==> config.mk <==
export PLATFORM = sky130hd
export DESIGN_NAME = gpio_bus_arbiter
export DESIGN_NICKNAME = d
export VERILOG_FILES = /design/src/rtl/gpio_bus_arbiter_pkg.sv /design/src/rtl/gpio_arb_rr.sv /design/src/rtl/gpio_bus_arbiter.sv
export SDC_FILE = /design/constraint.sdc
export NUM_CORES = 1
export LEC_CHECK = 0
export ABC_AREA = 1
export BUFFER_PORTS_ARGS = -buffer_cell sky130_fd_sc_hd__buf_2
export CAP_MARGIN = 10
export CORE_ASPECT_RATIO = 0.8
export CORE_MARGIN = 1
export CORE_UTILIZATION = 40
export CTS_CLUSTER_DIAMETER = 30
export DETAILED_ROUTE_END_ITERATION = 12
export PLACE_DENSITY = 0.73
export SLEW_MARGIN = 20
export SYNTH_ARGS = -nofsm -noshare
export SYNTH_HDL_FRONTEND = slang
export SYNTH_SLANG_ARGS = --single-unit
==> constraint.sdc <==
create_clock -name clk_i -period 1.4 [get_ports clk_i]
set_input_delay 0.28 -clock clk_i [delete_from_list [all_inputs] [get_ports clk_i]]
set_output_delay 0.28 -clock clk_i [all_outputs]
set_load 0.005 [all_outputs]
==> src/rtl/gpio_bus_arbiter_pkg.sv <==
// Shared state encodings, master ids and helpers for the GPIO bus arbiter.
package gpio_bus_arbiter_pkg;

  typedef enum logic [1:0] {
    ST_IDLE   = 2'd0,
    ST_ACCESS = 2'd1,
    ST_RESP   = 2'd2
  } arb_state_e;

  localparam logic MST_CORE = 1'b0;
  localparam logic MST_DBG  = 1'b1;

  function automatic logic rr_other(input logic id);
    return ~id;
  endfunction

endpackage

==> src/rtl/gpio_arb_rr.sv <==
// Combinational 2-way round-robin picker; an active lock pins the grant to
// the lock owner for as long as that owner keeps requesting.
module gpio_arb_rr
  import gpio_bus_arbiter_pkg::*;
(
  input  logic [1:0] req_i,
  input  logic       last_i,
  input  logic       lock_i,
  input  logic       lock_owner_i,
  output logic       valid_o,
  output logic       winner_o
);

  // Lock first, then single requester, then the master not served last.
  always_comb begin
    valid_o  = 1'b0;
    winner_o = MST_CORE;
    if (lock_i && req_i[lock_owner_i]) begin
      valid_o  = 1'b1;
      winner_o = lock_owner_i;
    end else begin
      case (req_i)
        2'b01: begin
          valid_o  = 1'b1;
          winner_o = MST_CORE;
        end
        2'b10: begin
          valid_o  = 1'b1;
          winner_o = MST_DBG;
        end
        2'b11: begin
          valid_o  = 1'b1;
          winner_o = rr_other(last_i);
        end
        default: begin
          valid_o  = 1'b0;
          winner_o = MST_CORE;
        end
      endcase
    end
  end

endmodule

==> src/rtl/gpio_bus_arbiter.sv <==
// Two-master arbiter for the GPIO register port: IDLE -> ACCESS -> RESP.
// Optional sticky ownership is enabled by defining GPIO_ARB_LOCK_EN.
module gpio_bus_arbiter
  import gpio_bus_arbiter_pkg::*;
#(
  parameter int   ADDR_W  = 32,
  parameter int   DATA_W  = 32,
  parameter logic RR_INIT = 1'b1
) (
  input  logic              clk_i,
  input  logic              rst_ni,
  input  logic              m0_req_i,
  input  logic              m0_we_i,
  input  logic [ADDR_W-1:0] m0_addr_i,
  input  logic [DATA_W-1:0] m0_wdata_i,
  input  logic              m0_lock_i,
  output logic              m0_ack_o,
  output logic [DATA_W-1:0] m0_rdata_o,
  input  logic              m1_req_i,
  input  logic              m1_we_i,
  input  logic [ADDR_W-1:0] m1_addr_i,
  input  logic [DATA_W-1:0] m1_wdata_i,
  input  logic              m1_lock_i,
  output logic              m1_ack_o,
  output logic [DATA_W-1:0] m1_rdata_o,
  output logic              s_we_o,
  output logic [ADDR_W-1:0] s_wraddr_o,
  output logic [DATA_W-1:0] s_wdata_o,
  input  logic [DATA_W-1:0] s_rdata_i,
  output logic              busy_o,
  output logic              owner_o
);

  arb_state_e        state_q;
  logic              owner_q, last_q, cmd_we_q, s_we_q;
  logic              m0_ack_q, m1_ack_q;
  logic [ADDR_W-1:0] cmd_addr_q;
  logic [DATA_W-1:0] cmd_wdata_q, m0_rdata_q, m1_rdata_q;
  logic [1:0]        req_s;
  logic              grant_valid_s, winner_s, lock_s;

  assign req_s = {m1_req_i, m0_req_i};

`ifdef GPIO_ARB_LOCK_EN
  logic lock_q;
  logic owner_lock_s;
  assign owner_lock_s = owner_q ? m1_lock_i : m0_lock_i;
  assign lock_s       = lock_q;
`else
  logic unused_lock_s;
  assign unused_lock_s = m0_lock_i ^ m1_lock_i;
  assign lock_s        = 1'b0;
`endif

  gpio_arb_rr u_rr (
    .req_i        (req_s),
    .last_i       (last_q),
    .lock_i       (lock_s),
    .lock_owner_i (owner_q),
    .valid_o      (grant_valid_s),
    .winner_o     (winner_s)
  );

  // Transaction FSM with command latches and registered responses.
  always_ff @(posedge clk_i or negedge rst_ni) begin
    if (!rst_ni) begin
      state_q     <= ST_IDLE;
      owner_q     <= MST_CORE;
      last_q      <= RR_INIT;
      cmd_we_q    <= 1'b0;
      cmd_addr_q  <= {ADDR_W{1'b0}};
      cmd_wdata_q <= {DATA_W{1'b0}};
      s_we_q      <= 1'b0;
      m0_ack_q    <= 1'b0;
      m1_ack_q    <= 1'b0;
      m0_rdata_q  <= {DATA_W{1'b0}};
      m1_rdata_q  <= {DATA_W{1'b0}};
`ifdef GPIO_ARB_LOCK_EN
      lock_q      <= 1'b0;
`endif
    end else begin
      case (state_q)
        ST_IDLE: begin
`ifdef GPIO_ARB_LOCK_EN
          if (lock_q && !req_s[owner_q]) begin
            lock_q <= 1'b0;
          end
`endif
          if (grant_valid_s) begin
            owner_q     <= winner_s;
            cmd_we_q    <= winner_s ? m1_we_i    : m0_we_i;
            cmd_addr_q  <= winner_s ? m1_addr_i  : m0_addr_i;
            cmd_wdata_q <= winner_s ? m1_wdata_i : m0_wdata_i;
            s_we_q      <= winner_s ? m1_we_i    : m0_we_i;
            state_q     <= ST_ACCESS;
          end
        end
        ST_ACCESS: begin
          s_we_q <= 1'b0;
          // Writes return zero data; the non-owner's rdata is left untouched.
          if (owner_q == MST_DBG) begin
            m1_ack_q   <= 1'b1;
            m1_rdata_q <= cmd_we_q ? {DATA_W{1'b0}} : s_rdata_i;
          end else begin
            m0_ack_q   <= 1'b1;
            m0_rdata_q <= cmd_we_q ? {DATA_W{1'b0}} : s_rdata_i;
          end
          state_q <= ST_RESP;
        end
        ST_RESP: begin
          m0_ack_q <= 1'b0;
          m1_ack_q <= 1'b0;
`ifdef GPIO_ARB_LOCK_EN
          if (owner_lock_s) begin
            lock_q <= 1'b1;
          end else begin
            lock_q <= 1'b0;
            last_q <= owner_q;
          end
`else
          last_q <= owner_q;
`endif
          state_q <= ST_IDLE;
        end
        default: begin
          state_q  <= ST_IDLE;
          s_we_q   <= 1'b0;
          m0_ack_q <= 1'b0;
          m1_ack_q <= 1'b0;
        end
      endcase
    end
  end

  assign m0_ack_o   = m0_ack_q;
  assign m1_ack_o   = m1_ack_q;
  assign m0_rdata_o = m0_rdata_q;
  assign m1_rdata_o = m1_rdata_q;
  assign s_we_o     = s_we_q;
  assign s_wraddr_o = cmd_addr_q;
  assign s_wdata_o  = cmd_wdata_q;
  assign busy_o     = (state_q != ST_IDLE);
  assign owner_o    = owner_q;

endmodule
==> summary.md, run 1 <==
| Metric | Value |
|---|---|
| Hpwl dp | 12900 um |
| Total wire length | 18700 um |
| F_max | 748 MHz |
| Post-Syn Area per Cell | 7.14 um^2 |
| Power Total | 19000 uW |
| Pins over their slew limit | 0 |
| Setup TNS | 0 ns |
| Path depth of the worst reg2reg path | 6 |
| Worst-margin pin slew | 0.458 ns |
| Area Growth Syn to Fin | 38.2% |
| TritonCTS Sinks | 136 |
| Mux share of post-synthesis cell area | 0% |
| Filler instances | 1503 |
| Most common cell after layout, fill and taps aside | nand2_1 |
| CTS Buf Count | 17 |
| Power density of the placed cells | 2080 mW/mm^2 |
| Critical path class | flip-flop to output port |
| Nets | 1383 |
| Sequential share of the synthesized area | 51.5% |
| Die width | 146 um |
| Clk_skew | 0.00935 ns |
| Worst-path clk slew | 0.06 ns |
| Xor-xnor portion of the synthesized cell area | 0% |
| Vias | 6554 |
| Core area | 0.0160 mm^2 |
| HP Class | input pin to flip-flop |
| Pleak | 0.00579 uW |
| RR Startpoint | state_q[1] |
| Remaining global-route overflow | 0 |
| Final hold viol count | 0 |
| RSZ-0062 raised after global routing | yes |
| Crit path DAT | 1.06 ns |
| Largest net degree at the start of global routing | 66 |
| R2R Setup Slk | 0.10 ns |
| Synth Net Count | 1094 |
| Min-Delay Path Depth | 5 |
| Main combinational cell family by area after synthesis | simple AND/OR/NAND/NOR gates |
| Cell count after placement | 1407 |
| Area occupied by multi-input gates | 0.00236 mm^2 |
| Die Area | 0.0170 mm^2 |
| Final count of negative-setup-slack endpoints | 0 |
| Critical path fanouts, max | 2 |
| Critical Path RT | 1.12 ns |
| Detail Route Antenna Nets | 0 |
| # rows | 41 |
| Cells after synthesis | 926 |
| Register bit total from synthesis | 136 |
| Register area | 0.00340 mm^2 |
| Initial antenna violation count | 1 |
| Port Buffers | 298 |
| Fraction of layout cells with a size suffix above 1 | 29.6% |
| Post-Layout Cell Count | 1443 |
| First-pass GRT wire length | 30100 um |
| # IOs | 301 |
| Worst-case clock buffer depth | 2 |
| Synth unique cells | 14 |
| TritonCTS clock tree | built |
| Design area | 0.00914 mm^2 |
| Number of global-route vias before repair | 6105 |
| Worst setup EP type | output port |
| DR WL/cell | 13.0 um |
| Die Y-Extent | 117 um |
| Simple logic cell fraction of the synthesized area | 34.9% |
| H-tree depth | 4 |
| Outcome | finished, final reports clean |
| Adder and majority cell fraction of the synthesized area | 0% |
| Clock Latency Late Sink | 0.41 ns |
| CP startpoint kind | flip-flop |
| Placement Cell Area | 0.00844 mm^2 |
| Max-cap violation count | 0 |
| Worst slew margin | 69.4% |
| Synth Cell Area | 0.00661 mm^2 |
| Final hold slack | 0.155 ns |
| First drt pass iteration count | 5 |
| DR vias/cell | 4.54 |
| Max rail drop VDD | 1110 uV |
| Min Tclk post-route | 1.34 ns |
| Yosys warnings | 0 |
| Commonest non-fill, non-tap cells in the layout | nand2_1 (398), buf_2 (296), inv_1 (163) |
| Initial Utilization | 41.4% |
| Fin crit share | 95.5% |
| Hold path start | m0_addr_i[28] |
| Clock Tree Root | clkbuf_16 |
| Total GRT Usage | 22.4% |
| 1st-iter DRT viols | 358 |
| Remaining DRCs | 0 |
| Global placement routability congestion | 0.837 |
| Synth Area in Compound Gates | 0.227% |
| Hold EP | s_wraddr_o[28] |
| Reg2Reg Capture Point | s_wdata_o[26] |
repair_timing:
action	CTS	global route
hold buffers	1	0
pin swaps	0	0
resized for setup	2	5
setup buffers	3	0
hold endpoints to repair	23	0
endpoints found under the setup margin	1	37
cell type report:
| type | instances | area share [%] |
|---|---|---|
| Sequential cell | 136 | 37.3 |
| Multi-Input combinational cell | 572 | 25.8 |
| Timing Repair Buffer | 321 | 20.1 |
| Inverter | 167 | 6.86 |
| Clock buffer | 19 | 4.85 |
| Tap cell | 215 | 2.94 |
| Clock inverter | 12 | 2.16 |
| Antenna cell | 1 | 0.0274 |
cell usage after synthesis (all sizes together):
cell    number  area (um^2)
dfstp        1         26.3
nand3      130          651
nor2        36          140
clkbuf      19         71.3
nand2      403         1520
dfrtp      135         3380
o21ai        3         15.0
inv        167          627
buf         32          185
metrics by stage:
step	setup WS [ns]	util, %
floorplan	0.119	-
global placement	0.0803	52.9
detailed placement	0.0455	52.9
CTS	0.0238	57.1
global route	-0.0104	57.3
finish	0.0630	57.3
metal layers:
layer  vias up  global-route usage (%)  share of wire [%]
met4         0                    7.86                1.7
li1       3300                       -                  -
met3        25                    5.74                6.8
met1      2972                    29.1                 45
met5         -                       0                  0
met2       257                    36.5                 47
kinds of logic after synthesis:
family,count (synthesis)
flops,136
compound gates,3
simple gates,569
buf+inv,218
power breakdown:
| group | total, uW | leakage [uW] | internal [uW] | switching [uW] |
|---|---|---|---|---|
| Combinational | 7420 | 0.00379 | 3140 | 4280 |
| Clock | 4900 | 0.000310 | 3200 | 1700 |
| Sequential | 6700 | 0.00169 | 5760 | 937 |
| Total | 19000 | 0.00579 | 12100 | 6910 |
critical path: stages (launching register included):
cell     delay, ns
dfrtp_1       0.39
inv_2         0.08
nand2_4       0.06
buf_6         0.12
how the worst max path moves through the flow:
stage	startpoint	end	slack [ns]	cells past startpoint
finish	state_q[0]	busy_o	0.06	3
global route	state_q[0]	m0_rdata_o[4]	-0.01	8
CTS	state_q[1]	busy_o	0.02	3
detailed placement	m1_req_i	s_wraddr_o[16]	0.05	5
global placement	last_q	s_wraddr_o[1]	0.08	6
floorplan	last_q	s_wdata_o[26]	0.12	7
sequential cells by signal (all words and copies together), names as in the netlist:
register / count
m0_rdata_o: 32
m1_rdata_o: 32
s_wdata_o: 32
s_wraddr_o: 32
state_q: 2
cmd_we_q: 1
last_q: 1
m0_ack_o: 1
m1_ack_o: 1
owner_o: 1
s_we_o: 1
No activity file was read; power rests on OpenSTA's default activity.
==> run 2: changes to the inputs <==
--- a/config.mk
+++ b/config.mk
@@ -13,7 +13,7 @@
 export CORE_UTILIZATION = 40
 export CTS_CLUSTER_DIAMETER = 30
 export DETAILED_ROUTE_END_ITERATION = 12
-export PLACE_DENSITY = 0.73
+export PLACE_DENSITY = 0.72
 export SLEW_MARGIN = 20
 export SYNTH_ARGS = -nofsm -noshare
 export SYNTH_HDL_FRONTEND = slang
==> run 2 against run 1 <==
  * Cell count increased by 0.21%
  * Combinational power about the same
  * Global-route usage increased by 0.23 points
  * Highest routed layer unchanged
  * Sequential share of layout area decreased by 0.24 points
  * Flip-flop and latch count unchanged
  * Total power increased by 1.2%
  * Cell area increased by 0.66%
  * Non-clock buffer count increased by 3
  * Largest cell class unchanged
  * Setup slack got worse by 0.037 ns
==> summary.md, run 2 (synthesis results as in run 1) <==
| Metric | Value |
|---|---|
| Outcome | finished, final reports clean |
| Initial antenna violation count | 1 (unchanged) |
| Crit path DAT | 1.09 ns (+0.03 ns) |
| First-pass GRT wire length | 30600 um (+1.4%) |
| HP Class | input pin to flip-flop |
| Worst-path cell chain | inv_2 -> nand2_4 -> buf_6 |
| Die width | 146 um (unchanged) |
| TritonCTS clock tree | built |
| Pleak | 0.00582 uW (+0.48%) |
| Worst-path clk slew | 0.06 ns (about the same) |
| Ant diodes | 0 (-1) |
| Initial Utilization | 41.4% (unchanged) |
| Seq pwr share | 35.0% (-0.2 points) |
| Slowest stage delay, CP | 0.39 ns (about the same) |
| Max-cap violation count | 0 (unchanged) |
| DRT met1 WL | 8420 um (+0.51%) |
| Fin util | 57.7% (+0.38 points) |
| Clock Latency Late Sink | 0.41 ns (about the same) |
| Placement Cell Area | 0.00848 mm^2 (+0.50%) |
| Critical path class | flip-flop to output port |
| Hold path start | m0_addr_i[18] |
| Die Y-Extent | 117 um (unchanged) |
| Nets | 1386 (+0.22%) |
| Cell-internal power | 12300 uW (+1.5%) |
| P_sw | 6960 uW (+0.71%) |
| 1st-iter DRT viols | 377 (+5.3%) |
| Area Growth Syn to Fin | 39.1% |
| Remaining DRCs | 0 (unchanged) |
| Crit-path slowest cell | dfrtp_1 |
| Critical path fanouts, max | 3 (+1) |
| Worst-case clock buffer depth | 2 (unchanged) |
| Post-Layout Cell Count | 1446 (+0.21%) |
| CTS Buf Count | 17 (unchanged) |
| Number of global-route vias before repair | 6189 (+1.4%) |
| Commonest non-fill, non-tap cells in the layout | nand2_1 (398), buf_2 (296), inv_1 (163) |
| Met3 wire len | 1060 um (-18%) |
| Clk_skew | 0.0125 ns (+0.00319 ns) |
| Port Buffers | 298 (unchanged) |
| Total wire length | 18700 um (-0.20%) |
| Worst slew margin | 73.9% (+4.5 points) |
| Largest net degree at the start of global routing | 66 (unchanged) |
| Total GRT Usage | 22.6% (+0.23 points) |
| Clock Tree Root | clkbuf_16 |
| Remaining global-route overflow | 0 (unchanged) |
| Min Tclk post-route | 1.37 ns (+0.0373 ns) |
| Routed wl met2 | 8830 um (+1.0%) |
| H-tree depth | 4 (unchanged) |
| Cell count after placement | 1411 (+0.28%) |
| Detail Route Antenna Nets | 0 (unchanged) |
| RSZ-0062 raised after global routing | yes |
| Fin crit share | 98.2% (+2.7 points) |
| Final count of negative-setup-slack endpoints | 0 (unchanged) |
| Clock network power share | 26.5% (+0.7 points) |
| Critical Path RT | 1.12 ns (about the same) |
| Combinational share of power | 38.5% (-0.5 points) |
| First drt pass iteration count | 4 (-1) |
| DR vias/cell | 4.51 (-0.76%) |
| Pins over their slew limit | 0 (unchanged) |
| Filler instances | 1494 (-0.60%) |
| Fraction of layout cells with a size suffix above 1 | 29.9% (+0.31 points) |
| Worst setup path start | state_q[0] |
| Design area | 0.00920 mm^2 (+0.66%) |
| Global placement routability congestion | 0.845 (+0.91%) |
| Max rail drop VDD | 935 uV (-16%) |
| DR WL/cell | 12.9 um (-0.41%) |
| Power Total | 19200 uW (+1.2%) |
| Vias | 6518 (-0.55%) |
| Final hold viol count | 0 (unchanged) |
| Core area | 0.0160 mm^2 (unchanged) |
| Power density of the placed cells | 2090 mW/mm^2 (+0.54%) |
| Worst-margin pin slew | 0.392 ns (-0.0668 ns) |
| Switching share of power | 36.2% (-0.18 points) |
| Hpwl dp | 13200 um (+1.9%) |
| TritonCTS Sinks | 136 (unchanged) |
| Worst setup EP type | output port |
| F_max | 728 MHz (-2.7%) |
| Top Layer Used | met4 |
| # IOs | 301 (unchanged) |
| Worst Path Buf+Inv | 2 (unchanged) |
| Top Family by Delay on Critical Path | flip-flops |
| CP startpoint kind | flip-flop |
| Most common cell after layout, fill and taps aside | nand2_1 |
| # rows | 41 (unchanged) |
| RR Startpoint | last_q |
| Die Area | 0.0170 mm^2 (unchanged) |
| Final hold slack | 0.162 ns (+0.00736 ns) |
## run 2: changes by cell type in the layout (fill, tap and decap cells not counted), moves of 2 or more
cell      previous run  this run
clkinv_4             0         2
buf_6                4         2
clkinv_2             3         1
buf_4                8        12
## run 2: power by group through the flow
stage	Clock, uW	Combinational, uW	Sequential (uW)
finish	5100	7410	6730
global route	5410	8390	6950
CTS	5190	7510	6730
detailed placement	0	7450	6750
global placement	0	7260	6730
floorplan	0	3710	6870
## run 2: timing repair
action | in CTS | in global routing
hold buffers | 1 | 0
setup buffers | 2 | 0
hold endpoints to repair | 34 | 0
gates resized for setup | 2 | 4
endpoints found under the setup margin | 1 | 47
pin swaps | 0 | 1
## run 2: worst paths after layout
kind	end	slack, ns	cells past startpoint
setup / recovery	busy_o	0.03	3
hold / removal	s_wraddr_o[18]	0.16	5
setup reg to reg	s_wdata_o[29]	0.10	6
hold reg to reg	m1_rdata_o[30]	0.47	2
max in group asynchronous	last_q	0.56	3
min in group asynchronous	m0_rdata_o[10]	0.29	2
## run 2: cell type report
cell class	instances	area [um^2]	share of cell area (%)
tap	215	269	2.92
timing repair buffer	324	1860	20.3
multi-input combinational	572	2360	25.7
inverter	167	627	6.82
clock buffer	18	429	4.67
clock inverter	14	244	2.65
sequential	136	3400	37.0
## run 2: worst reg2reg max path, delay by kind of cell (launching register included)
| family | cells | cell delay (ns) |
|---|---|---|
| flip-flops | 1 | 0.54 |
| buffers and inverters | 1 | 0.21 |
| AND/OR/NAND/NOR | 5 | 0.45 |
## run 2: through the flow
| step | TNS, ns | setup WS, ns |
|---|---|---|
| final | 0 | 0.0258 |
| after global routing | -0.0266 | -0.0266 |
| after CTS | 0 | 0.0137 |
| after detailed placement | 0 | 0.0603 |
| after global placement | 0 | 0.0781 |
| after floorplan | 0 | 0.119 |
## run 2: layer usage
| metal | vias to the layer above | global-route usage [%] |
|---|---|---|
| met2 | 215 | 37.4 |
| met3 | 28 | 5.66 |
| met4 | 0 | 7.79 |
| met5 | - | 0 |
| met1 | 2960 | 29.2 |
| li1 | 3315 | - |
==> run 3: changes to the inputs <==
--- a/config.mk
+++ b/config.mk
@@ -13,8 +13,9 @@
 export CORE_UTILIZATION = 40
 export CTS_CLUSTER_DIAMETER = 30
 export DETAILED_ROUTE_END_ITERATION = 12
-export PLACE_DENSITY = 0.72
+export PLACE_DENSITY = 0.7
 export SLEW_MARGIN = 20
 export SYNTH_ARGS = -nofsm -noshare
 export SYNTH_HDL_FRONTEND = slang
+export SYNTH_HIERARCHICAL = 1
 export SYNTH_SLANG_ARGS = --single-unit
==> constraint.sdc (replaced) <==
create_clock -name clk_i -period 1.6 [get_ports clk_i]
set_input_delay 0.32 -clock clk_i [delete_from_list [all_inputs] [get_ports clk_i]]
set_output_delay 0.32 -clock clk_i [all_outputs]
set_load 0.005 [all_outputs]
==> run 3 against run 2 <==
  * Critical path depth did not move
  * Routed wire length fell by 8.1%
  * Sequential power fell by 13%
  * Largest cell class unchanged
  * Clock-buffer cell count rose by 6
  * Combinational power fell by 17%
  * Sequential share of layout area rose by 2.0 points
  * Worst hold slack improved by 0.024 ns
==> summary.md, run 3 <==
| Metric | Value |
|---|---|
| Outcome | finished, final reports clean |
| Critical Path RT | 1.28 ns (+0.16 ns) |
| Clock Tree Root | clkbuf_16 |
| Hpwl dp | 12300 um (-6.5%) |
| Synth Area in Compound Gates | 0.241% (+0.014 points) |
| Fin crit share | 93.3% |
| TritonCTS Sinks | 136 (unchanged) |
| Remaining global-route overflow | 0 (unchanged) |
| Pleak | 0.00544 uW (-6.6%) |
| Area Growth Syn to Fin | 40.2% |
| First drt pass iteration count | 4 (unchanged) |
| RR Startpoint | last_q |
| Max-cap violation count | 0 (unchanged) |
| Xor-xnor portion of the synthesized cell area | 0% (unchanged) |
| Hold path start | m0_wdata_i[23] |
| Initial Utilization | 41.1% (-0.31 points) |
| F_max | 670 MHz |
| Yosys warnings | 6 (+6) |
| Global placement routability congestion | 0.769 (-9.0%) |
| Async S/R FF share, synth | 100% (unchanged) |
| CP startpoint kind | flip-flop |
| Largest net degree at the start of global routing | 66 (unchanged) |
| Synth Cell Area | 0.00622 mm^2 (-6.0%) |
| Setup TNS | 0 ns (unchanged) |
| Clock network power share | 25.7% (-0.8 points) |
| DR vias/cell | 4.30 (-4.5%) |
| Initial antenna violation count | 0 (-1) |
| Most frequent cell after synthesis | nand2_1 |
| DR WL/cell | 12.4 um (-3.9%) |
| Cell-internal power | 10300 uW (-16%) |
| Die width | 141 um (-3.0%) |
| Die Area | 0.0160 mm^2 (-5.9%) |
| TritonCTS clock tree | built |
| Power density of the placed cells | 1850 mW/mm^2 (-12%) |
| Fraction of layout cells with a size suffix above 1 | 30.9% (+0.99 points) |
| Seq pwr share | 36.2% (+1.2 points) |
| Mux share of post-synthesis cell area | 0% (unchanged) |
| Core area | 0.0151 mm^2 (-5.3%) |
| RSZ-0062 raised after global routing | no |
| # rows | 40 (-2.4%) |
| Top cells by area, synth | dfrtp_1 (54%), nand2_1 (36%), buf_2 (2.2%), nor2_1 (2.2%), inv_1 (2.1%) |
| Clock Latency Late Sink | 0.41 ns (about the same) |
| Worst-path clk slew | 0.06 ns (about the same) |
| Reg2Reg Capture Point | s_we_o |
| Crit path DAT | 1.17 ns (+0.08 ns) |
| Switching share of power | 36.2% (+0.046 points) |
| Critical path fanouts, max | 4 (+1) |
| # IOs | 301 (unchanged) |
| Pins over their slew limit | 0 (unchanged) |
| Cells after synthesis | 861 (-7.0%) |
| Path depth of the worst reg2reg path | 9 (+3) |
| Post-Syn Area per Cell | 7.22 um^2 (+1.1%) |
| R2R Setup Slk | 0.13 ns (+0.03 ns) |
| Nets | 1327 (-4.3%) |
| Vias | 5949 (-8.7%) |
| P_sw | 5830 uW (-16%) |
| Number of global-route vias before repair | 5721 (-7.6%) |
| Most common cell after layout, fill and taps aside | nand2_1 |
| First-pass GRT wire length | 28100 um (-8.1%) |
| Sequential share of the synthesized area | 54.8% (+3.3 points) |
| Main combinational cell family by area after synthesis | simple AND/OR/NAND/NOR gates |
| Total wire length | 17200 um (-8.1%) |
| Remaining DRCs | 0 (unchanged) |
| Most common flop cell mapped by yosys | dfrtp_1 |
| Fin util | 57.7% (about the same) |
| Worst setup EP type | output port |
| H-tree depth | 4 (unchanged) |
| Worst-case clock buffer depth | 2 (unchanged) |
| Critical path class | flip-flop to output port |
| Register bit total from synthesis | 136 (unchanged) |
| HP Class | input pin to flip-flop |
| Post-synth top area share | 54.3% (+3.2 points) |
| Adder and majority cell fraction of the synthesized area | 0% (unchanged) |
| Hold EP | s_wdata_o[23] |
| Clk_skew | 0.00760 ns (-0.00494 ns) |
| Detail Route Antenna Nets | 0 (unchanged) |
| CTS Buf Count | 17 (unchanged) |
| Max rail drop VDD | 685 uV (-27%) |
| Commonest non-fill, non-tap cells in the layout | nand2_1 (597), buf_2 (297), dfrtp_1 (135) |
| Port Buffers | 298 (unchanged) |
| Final hold viol count | 0 (unchanged) |
| Final count of negative-setup-slack endpoints | 0 (unchanged) |
| Ant diodes | 0 (unchanged) |
| Synth unique cells | 15 (+1) |
| Top post-synthesis cells by count | nand2_1 (598), dfrtp_1 (135), nor2_1 (36) |
| Min-Delay Path Depth | 5 (unchanged) |
| Filler instances | 1461 (-2.2%) |
| Min Tclk post-route | 1.49 ns |
| Die Y-Extent | 114 um (-3.0%) |
| Simple logic cell fraction of the synthesized area | 38.8% (+3.9 points) |
| Combinational share of power | 38.0% (-0.5 points) |
| Yosys top cell by area | dfrtp_1 |
| Number of synthesized flops with an enable pin | 0 (unchanged) |
| 1st-iter DRT viols | 266 (-29%) |
| Total GRT Usage | 22.5% (-0.086 points) |
run 3: through the flow:
stage	worst slack, ns	power [uW]	instances	hold WS, ns	cell area [um^2]
5_1_grt	0.00402	17400	1382	0.192	8720
4_1_cts	0.0277	16200	1380	0.168	8680
6_report	0.106	16100	1382	0.187	8720
3_3_place_gp	0.134	11900	1347	0.248	8040
3_5_place_dp	0.109	12000	1347	0.247	8040
2_1_floorplan	0.247	9050	862	0.0244	6220
run 3: worst max-delay path, cell delays in order, from the launching register on:
cell     delay, ns
dfrtp_1       0.42
inv_2         0.09
nand2_1       0.10
buf_2         0.16
run 3: worst max-delay path by stage:
stage,start,to,depth (start not counted)
after floorplan,last_q,s_wraddr_o[1],10
after global placement,last_q,s_we_o,9
after detailed placement,last_q,s_wdata_o[10],9
after CTS,state_q[1],busy_o,3
after global routing,last_q,s_wraddr_o[13],9
final,state_q[1],busy_o,3
run 3: cell type report:
| type | count | area [um^2] | share of cell area, % |
|---|---|---|---|
| flip-flops and latches | 136 | 3400 | 39.0 |
| multi-input cells | 644 | 2450 | 28.1 |
| repair buffers | 322 | 1830 | 20.9 |
| clock buffers | 24 | 502 | 5.75 |
| well taps | 210 | 263 | 3.01 |
| inverters | 38 | 143 | 1.64 |
| clock inverters | 8 | 133 | 1.52 |
run 3: per-layer routing:
metal / GRT usage, % / part of all wire [%] / up-vias
met5: 0 / 0 / -
met4: 9.10 / 2.7 / 0
met3: 6.93 / 7.3 / 33
met2: 35.9 / 45 / 233
met1: 28.7 / 45 / 2556
li1: - / - / 3127
run 3: repair_timing:
item	CTS	global route
setup buffers	0	1
endpoints found under the setup margin	0	21
hold buffers	1	0
hold endpoints to repair	32	0
resized for setup	0	1
run 3: kinds of logic after synthesis:
family                 after synthesis
other                                1
and+or+nand+nor                    639
AOI/OAI and AO/OA                    3
buffers and inverters               82
DFF                                136
run 3: power groups by stage:
stage                     Clock, uW  Sequential [uW]  Combinational (uW)
after floorplan                   0             5980                3070
after global placement            0             5820                6080
after detailed placement          0             5850                6180
after CTS                      4220             5830                6190
after global routing           4390             6030                6970
final                          4140             5830                6120
